[src/rtl/msrh_csr_counter_resp.sv]
`default_nettype none
// ============================================================================
// Module      : msrh_csr_counter_resp (with supporting packages/interfaces)
// Description : Responder for the counter CSR group. Serves mcycle, minstret,
//               mcountinhibit, mcounteren, scounteren, the user aliases
//               cycle/instret and the hpmcounter/hpmevent placeholders.
//               Read data and read/write errors are combinational so the
//               CSU pipe can consume them in the same stage.
// Ports       : i_clk, i_reset_n (async, active-low), i_status_priv,
//               i_retire_cnt, read_if (csr_rd_if.slave),
//               write_if (csr_wr_if.slave), o_mcycle, o_minstret
// Revision    : 1.0 - initial release
// ============================================================================

package riscv_pkg;
    localparam int XLEN_W = 64;
endpackage

package msrh_conf_pkg;
    localparam int DISP_SIZE = 5;
endpackage

package msrh_pkg;
    typedef enum logic [1:0] {
        PRV_U = 2'd0,
        PRV_S = 2'd1,
        PRV_M = 2'd3
    } priv_t;
endpackage

interface csr_rd_if;
    logic                        valid;
    logic [11:0]                 addr;
    logic [riscv_pkg::XLEN_W-1:0] data;
    logic                        resp_error;

    modport master (output valid, output addr, input data, input resp_error);
    modport slave  (input valid, input addr, output data, output resp_error);
endinterface

interface csr_wr_if;
    logic                        valid;
    logic [11:0]                 addr;
    logic [riscv_pkg::XLEN_W-1:0] data;
    logic                        resp_error;

    modport master (output valid, output addr, output data, input resp_error);
    modport slave  (input valid, input addr, input data, output resp_error);
endinterface

module msrh_csr_counter_resp #(
    parameter int          RETIRE_W    = $clog2(msrh_conf_pkg::DISP_SIZE + 1),
    parameter logic [63:0] MCYCLE_INIT = 64'h0
) (
    input  logic                i_clk,
    input  logic                i_reset_n,
    input  msrh_pkg::priv_t     i_status_priv,
    input  logic [RETIRE_W-1:0] i_retire_cnt,
    csr_rd_if.slave             read_if,
    csr_wr_if.slave             write_if,
    output logic [63:0]         o_mcycle,
    output logic [63:0]         o_minstret
);

    localparam logic [11:0] c_ADDR_MCYCLE     = 12'hB00;
    localparam logic [11:0] c_ADDR_MINSTRET   = 12'hB02;
    localparam logic [11:0] c_ADDR_MCNTINHIB  = 12'h320;
    localparam logic [11:0] c_ADDR_MCOUNTEREN = 12'h306;
    localparam logic [11:0] c_ADDR_SCOUNTEREN = 12'h106;
    localparam logic [11:0] c_ADDR_CYCLE      = 12'hC00;
    localparam logic [11:0] c_ADDR_TIME       = 12'hC01;
    localparam logic [11:0] c_ADDR_INSTRET    = 12'hC02;

    // 32-entry blocks (addr[11:5]) that hold the hpm placeholders at offsets 3..31
    localparam logic [6:0]  c_BLK_MHPMCNT     = 7'h58;  // 0xB00
    localparam logic [6:0]  c_BLK_MHPMEVT     = 7'h19;  // 0x320
    localparam logic [6:0]  c_BLK_HPMCNT      = 7'h60;  // 0xC00

    // Counter state. Only CY (bit 0) and IR (bit 2) of the enable/inhibit
    // CSRs exist, so they are held as individual flops.
    logic [63:0] r_mcycle;
    logic [63:0] r_minstret;
    logic        r_inh_cy;
    logic        r_inh_ir;
    logic        r_men_cy;
    logic        r_men_ir;
    logic        r_sen_cy;
    logic        r_sen_ir;

    logic [1:0]  w_priv;
    assign w_priv = i_status_priv;

    // ------------------------------------------------------------------------
    // Read port
    // ------------------------------------------------------------------------
    logic [63:0] w_rd_raw;
    logic        w_rd_mapped;
    logic        w_rd_alias;
    logic        w_rd_alias_ir;   // alias selects IR bit (instret) rather than CY
    logic        w_rd_men_k;
    logic        w_rd_sen_k;
    logic        w_rd_alias_ok;
    logic        w_rd_hpm;
    logic        w_rd_err;

    assign w_rd_hpm = (read_if.addr[4:0] >= 5'd3) &&
                      ((read_if.addr[11:5] == c_BLK_MHPMCNT) ||
                       (read_if.addr[11:5] == c_BLK_MHPMEVT) ||
                       (read_if.addr[11:5] == c_BLK_HPMCNT));

    always_comb begin
        w_rd_raw      = 64'h0;
        w_rd_mapped   = 1'b1;
        w_rd_alias    = 1'b0;
        w_rd_alias_ir = 1'b0;
        if (read_if.addr == c_ADDR_MCYCLE) begin
            w_rd_raw = r_mcycle;
        end else if (read_if.addr == c_ADDR_MINSTRET) begin
            w_rd_raw = r_minstret;
        end else if (read_if.addr == c_ADDR_MCNTINHIB) begin
            w_rd_raw = {61'h0, r_inh_ir, 1'b0, r_inh_cy};
        end else if (read_if.addr == c_ADDR_MCOUNTEREN) begin
            w_rd_raw = {61'h0, r_men_ir, 1'b0, r_men_cy};
        end else if (read_if.addr == c_ADDR_SCOUNTEREN) begin
            w_rd_raw = {61'h0, r_sen_ir, 1'b0, r_sen_cy};
        end else if (read_if.addr == c_ADDR_CYCLE) begin
            w_rd_raw   = r_mcycle;
            w_rd_alias = 1'b1;
        end else if (read_if.addr == c_ADDR_INSTRET) begin
            w_rd_raw      = r_minstret;
            w_rd_alias    = 1'b1;
            w_rd_alias_ir = 1'b1;
        end else if (w_rd_hpm) begin
            w_rd_raw = 64'h0;
        end else begin
            // Includes 0xC01 (time lives in the timer CSR) and gaps like 0xB01.
            w_rd_mapped = 1'b0;
        end
    end

    assign w_rd_men_k = w_rd_alias_ir ? r_men_ir : r_men_cy;
    assign w_rd_sen_k = w_rd_alias_ir ? r_sen_ir : r_sen_cy;

    always_comb begin
        w_rd_alias_ok = 1'b0;
        case (w_priv)
            2'd3:    w_rd_alias_ok = 1'b1;
            2'd1:    w_rd_alias_ok = w_rd_men_k;
            2'd0:    w_rd_alias_ok = w_rd_men_k & w_rd_sen_k;
            default: w_rd_alias_ok = 1'b0;
        endcase
    end

    assign w_rd_err = read_if.valid &
                      ((w_priv < read_if.addr[9:8]) |
                       (w_rd_alias & ~w_rd_alias_ok) |
                       ~w_rd_mapped);

    assign read_if.resp_error = w_rd_err;
    assign read_if.data       = (read_if.valid & ~w_rd_err) ? w_rd_raw : 64'h0;

    // ------------------------------------------------------------------------
    // Write port
    // ------------------------------------------------------------------------
    logic w_wr_err;
    logic w_wr_en;

    assign w_wr_err = write_if.valid &
                      ((write_if.addr[11:10] == 2'b11) |
                       (w_priv < write_if.addr[9:8]) |
                       (write_if.addr == c_ADDR_TIME));
    assign w_wr_en  = write_if.valid & ~w_wr_err;

    assign write_if.resp_error = w_wr_err;

    // ------------------------------------------------------------------------
    // State update. The inhibit bits used here are the pre-write values, so a
    // write to mcountinhibit only affects increments from the next cycle on.
    // ------------------------------------------------------------------------
    always_ff @(posedge i_clk or negedge i_reset_n) begin
        if (!i_reset_n) begin
            r_mcycle   <= MCYCLE_INIT;
            r_minstret <= 64'h0;
            r_inh_cy   <= 1'b0;
            r_inh_ir   <= 1'b0;
            r_men_cy   <= 1'b0;
            r_men_ir   <= 1'b0;
            r_sen_cy   <= 1'b0;
            r_sen_ir   <= 1'b0;
        end else begin
            if (w_wr_en && (write_if.addr == c_ADDR_MCYCLE)) begin
                r_mcycle <= write_if.data;
            end else if (!r_inh_cy) begin
                r_mcycle <= r_mcycle + 64'd1;
            end

            // A direct write wins and the same-cycle retire count is dropped.
            if (w_wr_en && (write_if.addr == c_ADDR_MINSTRET)) begin
                r_minstret <= write_if.data;
            end else if (!r_inh_ir) begin
                r_minstret <= r_minstret + {{(64-RETIRE_W){1'b0}}, i_retire_cnt};
            end

            if (w_wr_en && (write_if.addr == c_ADDR_MCNTINHIB)) begin
                r_inh_cy <= write_if.data[0];
                r_inh_ir <= write_if.data[2];
            end
            if (w_wr_en && (write_if.addr == c_ADDR_MCOUNTEREN)) begin
                r_men_cy <= write_if.data[0];
                r_men_ir <= write_if.data[2];
            end
            if (w_wr_en && (write_if.addr == c_ADDR_SCOUNTEREN)) begin
                r_sen_cy <= write_if.data[0];
                r_sen_ir <= write_if.data[2];
            end
        end
    end

    assign o_mcycle   = r_mcycle;
    assign o_minstret = r_minstret;

endmodule
`default_nettype wire

[src/flat_wrapper.sv]
// flat-port wrapper written by rule: the top's interface ports become plain ports
module msrh_csr_counter_resp_flat 
#(
    parameter int          RETIRE_W    = $clog2(msrh_conf_pkg::DISP_SIZE + 1),
    parameter logic [63:0] MCYCLE_INIT = 64'h0
)
  (i_clk, i_reset_n, i_status_priv, i_retire_cnt, o_mcycle, o_minstret, read_if_valid, read_if_addr, read_if_data, read_if_resp_error, write_if_valid, write_if_addr, write_if_data, write_if_resp_error);
  csr_rd_if read_if_i ();
  csr_wr_if write_if_i ();
  input  logic i_clk;
  input  logic i_reset_n;
  input  msrh_pkg::priv_t i_status_priv;
  input  logic [RETIRE_W-1:0] i_retire_cnt;
  output logic [63:0] o_mcycle;
  output logic [63:0] o_minstret;
  input wire logic [$bits(read_if_i.valid)-1:0] read_if_valid;
  input wire logic [$bits(read_if_i.addr)-1:0] read_if_addr;
  output wire logic [$bits(read_if_i.data)-1:0] read_if_data;
  output wire logic [$bits(read_if_i.resp_error)-1:0] read_if_resp_error;
  input wire logic [$bits(write_if_i.valid)-1:0] write_if_valid;
  input wire logic [$bits(write_if_i.addr)-1:0] write_if_addr;
  input wire logic [$bits(write_if_i.data)-1:0] write_if_data;
  output wire logic [$bits(write_if_i.resp_error)-1:0] write_if_resp_error;
  assign read_if_i.valid = read_if_valid;
  assign read_if_i.addr = read_if_addr;
  assign read_if_data = read_if_i.data;
  assign read_if_resp_error = read_if_i.resp_error;
  assign write_if_i.valid = write_if_valid;
  assign write_if_i.addr = write_if_addr;
  assign write_if_i.data = write_if_data;
  assign write_if_resp_error = write_if_i.resp_error;
  msrh_csr_counter_resp #(.RETIRE_W(RETIRE_W), .MCYCLE_INIT(MCYCLE_INIT)) u_core (.i_clk(i_clk), .i_reset_n(i_reset_n), .i_status_priv(i_status_priv), .i_retire_cnt(i_retire_cnt), .read_if(read_if_i), .write_if(write_if_i), .o_mcycle(o_mcycle), .o_minstret(o_minstret));
endmodule
[config.mk]
export PLATFORM = sky130hd
export DESIGN_NAME = msrh_csr_counter_resp_flat
export DESIGN_NICKNAME = d
export VERILOG_FILES = /design/src/rtl/msrh_csr_counter_resp.sv /design/src/flat_wrapper.sv
export SDC_FILE = /design/constraint.sdc
export NUM_CORES = 1
export LEC_CHECK = 0
export BUFFER_PORTS_ARGS = -buffer_cell sky130_fd_sc_hd__buf_4
export CAP_MARGIN = 15
export CORE_AREA = 2 2 192 194
export DETAILED_ROUTE_END_ITERATION = 12
export DIE_AREA = 0 0 194 196
export GPL_ROUTABILITY_DRIVEN = 0
export PLACE_DENSITY = 0.45
export SYNTH_ARGS = -nofsm -noshare
export SYNTH_HDL_FRONTEND = slang
export SYNTH_SLANG_ARGS = --single-unit
[constraint.sdc]
create_clock -name i_clk -period 3.27 [get_ports i_clk]
set_clock_uncertainty 0.05 [all_clocks]
set_input_delay 0.1635 -clock i_clk [delete_from_list [all_inputs] [get_ports i_clk]]
set_output_delay 0.1635 -clock i_clk [all_outputs]
set_load 0.01 [all_outputs]
* Yosys cells after proc, flatten, opt, wreduce, memory -nomap -nowiden
Cells that the tools add are included.
** Storage, ports and cells
- Input port bits :: 97
- Logic and storage cells :: 93
- Output and inout port bits :: 194
- Flip-flop bits (word level) :: 134
** Cells by class
- Magnitude comparators :: 3
- Reductions and logical operators :: 9
- Multiplexer cells :: 36
- Bitwise gates (word level) :: 14
- $add $sub $neg :: 2
- Equality and inequality tests :: 21
** Operators with widths (number)
- two-way mux 64 bit :: 12
- equality test 12 bit, second input constant :: 7
- adder 64 x 1 -> 64 bit, second input constant :: 1
- adder 64 x 3 -> 64 bit :: 1
- equality test 12 x 10 -> 1 bit, second input constant :: 4
- equality test 12 x 9 -> 1 bit, second input constant :: 2
- two-way mux 1 bit :: 23
- equality test 7 bit, second input constant :: 2
- equality test 7 x 5 -> 1 bit, second input constant :: 1
- bitwise AND 1 bit :: 6
- logical AND 1 bit :: 6
- greater-or-equal comparator 5 x 2 -> 1 bit, second input constant :: 1
- equality test 2 bit, second input constant :: 2
- less-than comparator 2 bit :: 2
- inequality test 2 bit, second input constant :: 2
- NOT 1 bit :: 4
- OR 1 bit :: 4
- case mux 1 bit (3 select lines) :: 1
- equality test 2 x 1 -> 1 bit, second input constant :: 1
- zero test 2 bit :: 1
- logical OR 1 bit :: 2

* Logic depth before layout (Yosys ltp)
- Depth after elaboration :: 19
- Mapped depth :: 10
- Mapped depth without buffers :: 9

* Worst setup path before layout
No wires, ideal clock.
- Kind :: reg2reg
- From :: register u_core.r_minstret[6] (netlist: u_core.o_minstret[6])
- To :: register u_core.r_minstret[52] (netlist: u_core.o_minstret[52])
- Cell stages (with the launch flop) :: 8
- Data required time :: 3099 ps
- Slack :: 788 ps
- Library setup time :: 121 ps
- Path buffers :: 1
- Arrival :: 2312 ps
- Clock period less this slack :: 2482 ps
- Cells stage by stage :: dfrtp_1 > nand4_2 > or4_4 > or4_4 > buf_6 > nor4_4 > xnor2_1 > o21ai_2
** Between the ends
- Word-level cells in the longest chain between the ends :: 3
** Ends and longest elaborated chain
- start, declared :: RTL line msrh_csr_counter_resp.sv:82 : logic [63:0] r_minstret;
- start signal, assigned :: RTL line msrh_csr_counter_resp.sv:199 : r_minstret <= write_if.data;
- start signal, assigned :: RTL line msrh_csr_counter_resp.sv:201 : r_minstret <= r_minstret + {{(64-RETIRE_W){1'b0}}, i_retire_cnt};
- adder 64 x 3 -> 64 bit :: RTL line msrh_csr_counter_resp.sv:201
- two-way mux 64 bit :: RTL line msrh_csr_counter_resp.sv:200 : end else if (!r_inh_ir) begin
- two-way mux 64 bit :: RTL line msrh_csr_counter_resp.sv:198 : if (w_wr_en && (write_if.addr == c_ADDR_MINSTRET)) begin
No other way between the ends. The select of a mux whose other input is x is not followed.
A chain may end at the register's enable or synchronous reset.

* Final worst setup path
- From :: register u_core.r_minstret[24] (netlist: u_core.o_minstret[24])
- To :: register u_core.r_minstret[61] (netlist: u_core.o_minstret[61])
Same word-level chain as after synthesis.

==> metrics list <==
* Number of levels in the clock H-tree: 4
* Routed wire length on met2: 16800 microns
- Clock-pin transition on the worst setup and hold timing paths: 0.06 ns
- Post-synthesis area per instance: 8.11 sq um
- The count of pins over their slew limit came to 0.
* Number of global-route vias before repair: 9444
- Derived from the worst setup path, the maximum achievable clock frequency is 0.344 GHz.
* Root buf cell: sky130_fd_sc_hd__clkbuf_16
- Netlist cell types: 59
* Vias after detailed routing: 9467
- In the finished design, the share of the clock period the worst path needs comes to 0.889.
- Path category of the worst min-delay check: in -> reg
* Net count of the mapped netlist: 1197
* Setup repair after global routing missed its margin: false
* Cell area after placement: 11700 sq um
- For this design the ratio of total power to cell area is 543 nW/um^2.
- In this run the core area contains 70 standard-cell rows.
- Actual slew at the worst max-slew pin: 0.725 ns
- Overall die width: 194 microns
- Setup violation total in the final timing report: 0
- Data arrival time of the worst path: 3.16 ns
* Maximum resistive drop on vdd: 0.350 mV
* Global routing usage summed across all routing layers: 0.190
* Number of failing hold endpoints at the final stage: 0
* Static leakage power: 5.19 nW
- Latest clock arrival within the worst-skew pair: 0.43 ns
- Nature of the critical path endpoint: flip-flop
- The worst path in the final design needs a cycle of 2.91 ns, including I/O delays and setup.
- TritonCTS built the clock tree.
- The pre-antenna-repair detailed-routing pass consisted of 5 iterations.
* Post-Route Utilization: 0.357
- Length in cells of the worst reg-to-reg path: 6
* Worst min-delay path endpoint: u_core.o_minstret[0]
- Fin area: 12900 sq um
- The critical path in this run is classified as reg -> reg.
- Placed Cells incl. Taps: 1821
- Synthesized netlist cell count: 1093
- The net count of the finished layout is 1541.
- # IOs: 291
* Number of sinks driven by the clock tree: 134
- In this run the critical register-to-register path is captured at u_core.o_minstret[61].
- The Yosys step of the flow raised 0 warnings.
- Largest fanout on the critical path: 7
- After detailed routing, the met3 layer carries 1580 microns of wire.
- The number of antenna violations at the first check in global routing was 0.
- #FFs+latches synth: 134
* Ratio of cells with drive above 1 in the final layout: 0.263
- From synthesis to final layout, the design area changed by 45.1%.
- For this block, wires on met1 add up to 17500 microns.
- Uppermost metal layer occupied by signal nets: met4
* Overall power of the completed layout: 6.99 mW
- After the first detailed-routing iteration, the DRC count stood at 464.
- Port bufs: 290
- Share of the yosys chip area belonging to registers: 0.378
- Clock buffers created by TritonCTS: 17
* Most frequent cells in the layout: sky130_fd_sc_hd__buf_4 (313), sky130_fd_sc_hd__nand2_1 (158), sky130_fd_sc_hd__nor2_1 (136)
- Post-Place Setup Slack: 0.356 ns
- Top flip-flop cell by instance count after synthesis: sky130_fd_sc_hd__dfrtp_1
- Total inserted antenna cells: 0
* Synthesized cell area: 8870 sq um
- In this run the most critical hold path is launched from i_retire_cnt[0].
* DIE HEIGHT: 196 microns
* Number of enable flip-flop cells after synthesis: 0
- In this run, post-CTS repair resized a total of 0 instances.
* Min-Delay Path Depth: 4
- First-pass GRT wire length: 56700 microns
- Sort of element at the start of the critical path: flip-flop
- Hold is met by 0.132 ns.
* Core region area: 36100 sq um
* R2r setup slk: 0.36 ns
- Setup TNS: 0 ns
- Leaving out fill and tap cells, the most frequent cell in the layout is sky130_fd_sc_hd__buf_4.
* Grt total ovfl: 0
* Dpl hpwl: 27200 microns
* Maximum number of pins on one net before global-route repair: 94
* Routed WL per cell: 19.0 microns
- Max-cap violations: 0
* Outcome: complete, no violations
- Antenna Nets Post-Route: 0
- Measured against its own limit, the worst slew margin works out to 0.510.
- Fraction of registers with async set/reset: 1.00
- Excluding fillers, the count of instances in the completed layout stands at 1918.
- The die covers 38000 sq um.
- Counting along the longest clock path gives a buffer depth of 2.
- Vias per Instance: 4.94
* Total length of routed wires: 36500 microns
- After layout, the worst setup slack is 0.363 ns.
- STA puts the critical path data required time at 3.52 ns.
- For this run, design rule violations remaining after detail routing come to 0.
- Starting density of the core: 0.246
* R2R Path Start: u_core.o_minstret[24]
- After clock tree synthesis, the setup repair step added 0 buffers.
-- layer usage --
metal | vias to the layer above | global-route usage
met5 | - | 0
met2 | 260 | 0.303
met4 | 0 | 0.0421
met3 | 28 | 0.0308
li1 | 4564 | -
met1 | 4615 | 0.270
-- how the worst max path moves through the flow --
stage	startpoint	end	slack, ns
after floorplan	u_core.o_minstret[6]	u_core.o_minstret[52]	0.79
after global placement	u_core.o_minstret[24]	u_core.o_minstret[63]	0.38
after detailed placement	u_core.o_minstret[24]	u_core.o_minstret[61]	0.36
after CTS	u_core.o_minstret[24]	u_core.o_minstret[61]	0.35
after global routing	u_core.o_minstret[24]	u_core.o_minstret[63]	0.05
final	u_core.o_minstret[24]	u_core.o_minstret[61]	0.36
-- repair_timing --
item | in CTS | in global routing
endpoints found under the setup margin | 0 | 0
hold buffers | 64 | 1
hold endpoints to repair | 187 | 1
-- logic make-up (layout without fill, tap and decap cells) --
logic type / after synthesis / after routing / synth area share
adder cells (fa/ha/maj): 7 / 7 / 0.0107
AO/OA/AOI/OAI: 217 / 217 / 0.148
buffers and inverters: 76 / 433 / 0.0341
flip-flops: 134 / 134 / 0.378
multiplexers: 15 / 15 / 0.0183
XOR/XNOR: 120 / 120 / 0.119
AND/OR/NAND/NOR: 524 / 524 / 0.292
-- layout make-up --
type / count / area [sq um]
fillers: 3829 / 23200
multi-input cells: 883 / 5230
flip-flops and latches: 134 / 3350
repair buffers: 382 / 3070
well taps: 468 / 586
clock buffers: 19 / 443
clock inverters: 13 / 111
inverters: 19 / 71.3
-- synthesized netlist by cell type (all sizes together), types with 3 or more instances --
library cell | n | share of area
and2 | 7 | 0.0049
buf | 11 | 0.0066
or3 | 7 | 0.0049
or4 | 6 | 0.0059
nand2 | 158 | 0.067
o22ai | 3 | 0.0021
or2 | 4 | 0.0028
ha | 6 | 0.0085
mux2i | 5 | 0.0056
nand3b | 3 | 0.0025
o21ai | 100 | 0.057
nand3 | 40 | 0.023
xor2 | 49 | 0.048
clkbuf | 46 | 0.019
nand2b | 8 | 0.0056
and3 | 19 | 0.013
inv | 19 | 0.0080
a21oi | 33 | 0.019
nor2b | 7 | 0.0049
nor4 | 25 | 0.022
mux2 | 10 | 0.013
nor2 | 136 | 0.058
xnor2 | 71 | 0.070
nor4b | 5 | 0.0049
nor3 | 36 | 0.021
a22oi | 64 | 0.054
o211ai | 3 | 0.0031
and4 | 6 | 0.0059
dfrtp | 134 | 0.38
nand4 | 46 | 0.034
-- where the power goes --
group,switching (mW),total [mW],internal (mW)
Combinational,1.36,2.53,1.17
Sequential,0.598,2.57,1.98
Clock,0.875,1.89,1.01
Total,2.83,6.99,4.16
-- state kept, by name (all words and copies together) (netlist names) --
register,flops
u_core.o_mcycle,64
u_core.o_minstret,64
u_core.r_inh_cy,1
u_core.r_inh_ir,1
u_core.r_men_cy,1
u_core.r_men_ir,1
u_core.r_sen_cy,1
u_core.r_sen_ir,1
-- worst max-delay path, cell delays in order (launching register included) --
cell and delay, ns:
sky130_fd_sc_hd__dfrtp_1 0.46, sky130_fd_sc_hd__nand4_1 0.20, sky130_fd_sc_hd__or4_1 0.63, sky130_fd_sc_hd__nor3_1 0.57, sky130_fd_sc_hd__nand4_2 0.34, sky130_fd_sc_hd__o21a_1 0.26
sky130_fd_sc_hd__o31a_1 0.27
(Power assumes the default switching activity.)
